## src/rtl/alu_wb_unit.sv

```systemverilog
// ALU-to-writeback consumer: buffers ALU results in a small FIFO and retires them in order,
// driving the arbitrated register-file write port, PC redirects and retire notifications.
module alu_wb_unit #(
   parameter int DATA_W = 32,
   parameter int REG_W  = 5,
   parameter int DEPTH  = 4
) (
   input  logic                     clk,
   input  logic                     rst_n,
   input  logic                     alu_valid,
   input  logic [DATA_W-1:0]        alu_dst,
   input  logic                     alu_wb_wr,
   input  logic [REG_W-1:0]         alu_reg_dst,
   input  logic                     alu_pc_branch,
   output logic                     alu_ready,
   input  logic                     flush,
   input  logic                     rf_wr_gnt,
   output logic                     rf_wr_req,
   output logic                     rf_wr_en,
   output logic [REG_W-1:0]         rf_wr_addr,
   output logic [DATA_W-1:0]        rf_wr_data,
   output logic                     pc_redirect_valid,
   output logic [DATA_W-1:0]        pc_redirect_target,
   output logic                     retire_valid,
   output logic [REG_W-1:0]         retire_reg,
   output logic [$clog2(DEPTH):0]   occupancy
);
   localparam int PTR_W = $clog2(DEPTH);
   localparam int CNT_W = PTR_W + 1;
   localparam logic [CNT_W-1:0] FULL_CNT = CNT_W'(DEPTH);

   // Entry storage carries no reset; validity is defined solely by r_count.
   logic [DATA_W-1:0] r_dst_mem [DEPTH];
   logic [REG_W-1:0]  r_reg_mem [DEPTH];
   logic [DEPTH-1:0]  r_wbwr_mem;
   logic [DEPTH-1:0]  r_br_mem;

   logic [PTR_W-1:0]  r_rd_ptr;
   logic [PTR_W-1:0]  r_wr_ptr;
   logic [CNT_W-1:0]  r_count;

   logic              w_hv;
   logic              w_need_wr;
   logic              w_enq;
   logic              w_deq;
   logic [DATA_W-1:0] w_head_dst;
   logic [REG_W-1:0]  w_head_reg;
   logic              w_head_wbwr;
   logic              w_head_br;

   assign w_head_dst  = r_dst_mem[r_rd_ptr];
   assign w_head_reg  = r_reg_mem[r_rd_ptr];
   assign w_head_wbwr = r_wbwr_mem[r_rd_ptr];
   assign w_head_br   = r_br_mem[r_rd_ptr];

   assign alu_ready = (r_count != FULL_CNT);
   assign w_hv      = (r_count != '0);
   // Register 0 is hardwired, so such entries never compete for the write port.
   assign w_need_wr = w_head_wbwr && (w_head_reg != '0);
   assign rf_wr_req = w_hv && w_need_wr;
   assign w_enq     = alu_valid && alu_ready && !flush && rst_n;
   assign w_deq     = w_hv && (!w_need_wr || rf_wr_gnt) && !flush && rst_n;

   assign rf_wr_en   = w_deq && w_need_wr;
   assign rf_wr_addr = w_head_reg;
   assign rf_wr_data = w_head_dst;
   assign occupancy  = r_count;

   always_ff @(posedge clk) begin
      if (w_enq) begin
         r_dst_mem[r_wr_ptr]  <= alu_dst;
         r_reg_mem[r_wr_ptr]  <= alu_reg_dst;
         r_wbwr_mem[r_wr_ptr] <= alu_wb_wr;
         r_br_mem[r_wr_ptr]   <= alu_pc_branch;
      end
   end

   always_ff @(posedge clk) begin
      if (!rst_n || flush) begin
         r_rd_ptr <= '0;
         r_wr_ptr <= '0;
         r_count  <= '0;
      end else begin
         if (w_enq) r_wr_ptr <= r_wr_ptr + 1'b1;
         if (w_deq) r_rd_ptr <= r_rd_ptr + 1'b1;
         case ({w_enq, w_deq})
            2'b10:   r_count <= r_count + 1'b1;
            2'b01:   r_count <= r_count - 1'b1;
            default: r_count <= r_count;
         endcase
      end
   end

   // Flush blocks w_deq, which already silences the pulses in the following cycle.
   always_ff @(posedge clk) begin
      if (!rst_n) begin
         retire_valid       <= 1'b0;
         retire_reg         <= '0;
         pc_redirect_valid  <= 1'b0;
         pc_redirect_target <= '0;
      end else begin
         retire_valid      <= w_deq && w_head_wbwr;
         pc_redirect_valid <= w_deq && w_head_br;
         if (w_deq && w_head_wbwr) retire_reg <= w_head_reg;
         if (w_deq && w_head_br) pc_redirect_target <= w_head_dst;
      end
   end
endmodule

```

## config.mk

```make
export PLATFORM = sky130hd
export DESIGN_NAME = alu_wb_unit
export DESIGN_NICKNAME = d
export VERILOG_FILES = /design/src/rtl/alu_wb_unit.sv
export SDC_FILE = /design/constraint.sdc
export NUM_CORES = 1
export LEC_CHECK = 0
export CAP_MARGIN = 5
export CORE_MARGIN = 2
export CORE_UTILIZATION = 53
export DETAILED_ROUTE_END_ITERATION = 8
export PLACE_DENSITY = 0.8
export SLEW_MARGIN = 20
export SYNTH_ARGS = -nofsm -noshare
export SYNTH_HDL_FRONTEND = slang
export SYNTH_SLANG_ARGS = --single-unit
```

## constraint.sdc

```tcl
create_clock -name clk -period 3.9 [get_ports clk]
set_input_delay 0.39 -clock clk [delete_from_list [all_inputs] [get_ports clk]]
set_output_delay 0.39 -clock clk [all_outputs]
set_load 0.02 [all_outputs]
```

Word-level counts from Yosys, hierarchy flattened
Memories as Yosys holds them, arrays and structs flattened. A register that Yosys moved wholly into a read port is not among the register bits.
Cells that the tools add are included.
W data, S select, Z words.
- $add $sub $neg: 4
- order comparisons: 3
- equality and inequality tests: 3
- mux-type cells: 15
- reduce and logical (&&, ||, !) cells: 20
- operator list (cell ; count):
    $logic_and A1 B1 Y1 ; 12
    $bwmux W4 ; 2
    $mux W2 ; 4
    $lt A2 B3 Y1 const B ; 2
    $pmux W3 S2 ; 1
    $mux W1 ; 5
    $reduce_bool A5 Y1 ; 1
    $add A2 B1 Y2 const B ; 2
    $bmux W1 S2 ; 2
    $add A3 B1 Y3 const B ; 1
    $logic_not A1 Y1 ; 3
    $ne A3 B3 Y1 const B ; 1
    $reduce_bool A3 Y1 ; 1
    $sub A3 B1 Y3 const B ; 1
    $demux W1 S2 ; 1
    $eq A2 B1 Y1 const B ; 1
    $eq A2 B2 Y1 const B ; 1
    $ge A2 B1 Y1 const B ; 1
    $logic_or A1 B1 Y1 ; 2
    $reduce_bool A2 Y1 ; 1
- register bits after elaboration: 54
- bits in writable memories: 148
- input port bits: 44
- memories kept: 2
- memory list (memory ; depth ; bits a word ; read ports ; clocked after memory_dff ; wr ports ; line ; source):
    r_dst_mem ; 4 ; 32 ; 1 ; 1 ; 1 ; 33 ; logic [DATA_W-1:0] r_dst_mem [DEPTH];
    r_reg_mem ; 4 ; 5 ; 1 ; 1 ; 1 ; 34 ; logic [REG_W-1:0] r_reg_mem [DEPTH];

Logic depth before layout (Yosys ltp)
Gate-level depths: netlist of run 1.
- depth after elaboration: 10
- gate-level depth with buffers: 11
- mapped depth without buffers: 11

Least setup slack after synthesis of run 1
OpenSTA, ideal clock, no wires.
- path kind: register to register
- start point: reg (tool-made name)
- end point: reg r_count[2], in the netlist occupancy[2]
- library setup time: 0.070 ns
- data arrival time: 2.859 ns
- data required time: 3.830 ns
- setup slack: 0.971 ns
- cell stages (with the launch flop): 12
- cell sequence: dfxtp_1 > buf_6 > mux4_2 > nor3_2 > and3_4 > o21a_1 > ha_1 > inv_1 > fa_1 > xor2_1 > or3_1 > a21oi_1
- RTL lines (item ; line ; source):
    to (signal assigned) ; 87 ; 2'b10: r_count <= r_count + 1'b1;
    to (signal assigned) ; 88 ; 2'b01: r_count <= r_count - 1'b1;
    to (signal assigned) ; 89 ; default: r_count <= r_count;
    to (decl) ; 40 ; logic [CNT_W-1:0] r_count;

==> metrics.md, run 1 <==
| Metric | Value |
|---|---|
| Wire length of the first global-routing pass | `25620 um` |
| Antenna Violating Nets Remaining | `0` |
| Post-Route WL | `16200 um` |
| Flip-flop count of the largest register after layout | `128` |
| Setup repair after global routing missed its margin | `no` |
| Length of the first detailed-routing pass in iterations | `5` |
| Worst-case register-to-register setup slack | `0.72 ns` |
| Nature of the critical path startpoint | `flop` |
| Post-Synth Adder-Cell Area | `1.050%` |
| Via Count | `4382` |
| HPWL after detailed placement | `10210 um` |
| # diodes | `0` |
| Routability congestion estimate from global placement | `0.7501` |
| Share of synthesized area occupied by flip-flops and latches | `71.79%` |
| Crit path DAT | `3.21 ns` |
| Cell types with the largest area share after synthesis | `sky130_fd_sc_hd__edfxtp_1, sky130_fd_sc_hd__dfxtp_1, sky130_fd_sc_hd__mux4_2` |
| Die extent in y | `125.8 um` |
| Clock buffers created by TritonCTS | `21` |
| Mean number of vias per cell | `5.691` |
| Power density cells | `448.4 nW/um^2` |
| Period minus WS final | `3.602 ns` |
| Largest registers | `r_dst_mem x128, pc_redirect_target x32, r_reg_mem x20` |
| Combinational family with the most area after synthesis | `multiplexers` |
| GRT overflow | `0` |
| Worst hold stages | `4` |
| Number of buffers between clock root and the deepest sink | `3` |
| Number of global-route vias before repair | `4649` |
| Die extent in x | `125.8 um` |
| Final-report setup violation count | `0` |
| Number of clock sinks seen by CTS | `204` |
| Leading area contributor after synthesis | `sky130_fd_sc_hd__edfxtp_1` |
| Actual transition at the worst max-transition pin | `0.6491 ns` |
| Share of async-settable or async-resettable flops after synthesis | `0%` |
| Hold Crit Class | `input port to flop` |
| CP peak stage delay | `0.60 ns` |
| Primary FF master, synth | `sky130_fd_sc_hd__edfxtp_1` |
| Number of register bits inferred by synthesis | `204` |
| EDFF count, synth | `156` |
| Compound-Gate Fraction of Synth Area | `8.353%` |
| TritonCTS clock tree | `done` |
| Hold-fix buffer count after cts | `0` |
| Initial antenna violation count | `0` |
| Leakage power figure | `3.196 nW` |
| Multi-input combinational cell area | `2009 um^2` |
| Leading cell type by number of instances after synthesis | `sky130_fd_sc_hd__edfxtp_1` |
| Yosys synthesis warning count | `0` |
| Clock Pin Slew Worst Setup and Hold Paths | `0.06 ns` |
| Highest net fanout along the worst path | `38` |
| Routed wire length per instance | `21.04 um` |
| Layout Skew | `0.007856 ns` |
| Number of H-tree levels | `1` |
| Total negative slack | `0 ns` |
| Number of top-level pins | `126` |
| Core region area | `14530 um^2` |
| Root buffer selected by CTS | `sky130_fd_sc_hd__clkbuf_16` |
| Critical path required time | `3.51 ns` |
| Element type at the critical path end | `output pin` |
| Min Hold Slack | `0.4093 ns` |
| Total nets after synthesis | `490` |
| Insertion delay of the later-clocked pin in the worst-skew pair | `0.47 ns` |
| Final slew viol count | `0` |
| F_max | `277.7 MHz` |
| Sequential standard cell area | `5648 um^2` |
| Setup repair bufs after CTS | `0` |
| Number of cell rows | `44` |
| Critical path, cell by cell | `mux4_2 > nor3_2 > and3_4 > buf_4 > nor2_1 > clkdlybuf4s50_1` |
| Synth cell count leaders | `sky130_fd_sc_hd__edfxtp_1, sky130_fd_sc_hd__dfxtp_1, sky130_fd_sc_hd__nand2_1` |
| VDD IR-drop max | `300.7 uV` |
| Portion of synthesized cell area occupied by the leading cell type | `59.57%` |
| Max-capacitance violation count | `0` |
| Post-synthesis share of cell area spent on xor and xnor gates | `0.3341%` |
| Share of cell area taken by muxes after synthesis | `11.69%` |
| Layout cell share with drive strength beyond 1 | `22.18%` |
| Library cells used by synthesis | `35` |
| Outcome | `finished clean` |
| Highest-delay cell along the critical path | `sky130_fd_sc_hd__mux4_2` |
| Largest Register | `r_dst_mem` |
| Post-Syn Area | `7864 um^2` |
| Fillcell total | `970` |
| Pin count of the biggest net entering global routing | `40` |
| Drc violations | `0` |
| Number of violations reported at the end of detailed-routing iteration 0 | `370` |
| Post-Synth Simple-Gate Area | `4.010%` |
| Area enclosed by the die boundary | `15830 um^2` |
| Initial standard-cell utilization of the core | `54.11%` |
| Total routing resource utilization after global routing | `20.84%` |
| Design Power | `4.441 mW` |
| Final hold violation count | `0` |
| Cell count after synthesis | `440` |
| R2r worst-path depth | `10` |
| Worst slew margin relative to its limit | `56.73%` |
| Resized Gates After CTS | `0` |
| CP Class | `flop to output pin` |
| Net count of the finished layout | `622` |
| Final cycle utilization of the critical path | `92.35%` |
| Average size of a mapped cell | `17.87 um^2` |
| Number of buffer cells added on primary ports | `125` |
| Layout area overhead | `25.95%` |
## layout by cell type, fill, tap and decap left out, types with 7 or more instances in the layout
master and n:
sky130_fd_sc_hd__clkbuf_16 21, sky130_fd_sc_hd__nand2_1 44, sky130_fd_sc_hd__dfxtp_1 46, sky130_fd_sc_hd__clkdlybuf4s50_1 124, sky130_fd_sc_hd__mux4_2 39, sky130_fd_sc_hd__o21ai_0 10, sky130_fd_sc_hd__o211ai_2 8, sky130_fd_sc_hd__o211ai_1 24
sky130_fd_sc_hd__edfxtp_1 156, sky130_fd_sc_hd__nor2_1 7, sky130_fd_sc_hd__buf_4 11, sky130_fd_sc_hd__inv_1 8, sky130_fd_sc_hd__o21ai_2 28
## critical path, delay by kind of cell, from the launching register on
kind,cells,cell delay [ns]
flops,1,0.59
mux,1,0.60
simple gates,3,0.54
buf+inv,2,0.98
## routing by layer
| metal | global-route usage [%] | share of wire, % | vias to the layer above |
|---|---|---|---|
| met5 | 0 | 0 | - |
| met4 | 4.525 | 1.2 | 0 |
| met3 | 3.483 | 6.1 | 19 |
| met2 | 36.57 | 52 | 143 |
| met1 | 27.83 | 41 | 2221 |
| li1 | - | - | 1999 |
## logic make-up (layout without fill, tap and decap cells)
kind of cell / after synthesis / count (layout)
xor+xnor: 3 / 3
buf+inv: 35 / 181
compound gates: 80 / 80
flops: 204 / 204
fa+ha+maj: 6 / 6
mux: 43 / 43
simple gates: 69 / 69
## report_power, final
part	switching, mW	internal, mW	total [mW]	leakage, nW
Sequential	0.00675	2.36	2.36	1.80
Combinational	0.0938	0.0852	0.179	1.07
Clock	0.757	1.14	1.90	0.325
## cell type report
type / count / area share (%)
sequential: 204 / 57.02
multi-input combinational: 201 / 20.29
timing repair buffer: 136 / 13.42
clock buffer: 27 / 5.634
tap: 184 / 2.324
clock inverter: 10 / 1.011
inverter: 8 / 0.3032
## through the flow
| stage | util, % | setup slack, ns | std cells | instance area [um^2] |
|---|---|---|---|---|
| 2_1_floorplan | - | 0.9709 | 440 | 7864 |
| 3_3_place_gp | 63.62 | 0.8192 | 733 | 9246 |
| 6_report | 68.15 | 0.2984 | 770 | 9905 |
| 5_1_grt | 68.15 | 0.07438 | 770 | 9905 |
| 3_5_place_dp | 63.62 | 0.6957 | 733 | 9246 |
| 4_1_cts | 68.15 | 0.2266 | 770 | 9905 |
## path summary, 6_finish.rpt
check                          end                   from
max                       rf_wr_en                   flop
max reg2reg           occupancy[2]                   flop
min                           flop                  rst_n
min reg2reg  pc_redirect_target[9]  pc_redirect_target[9]
Note: power is estimated with default switching activity, not from simulation.
==> inputs of run 2 (changes only) <==
Settings changed: SLEW_MARGIN 20 to 10.
==> results of run 2 <==
Final layout, timing and power as in run 1 (identical DEF).
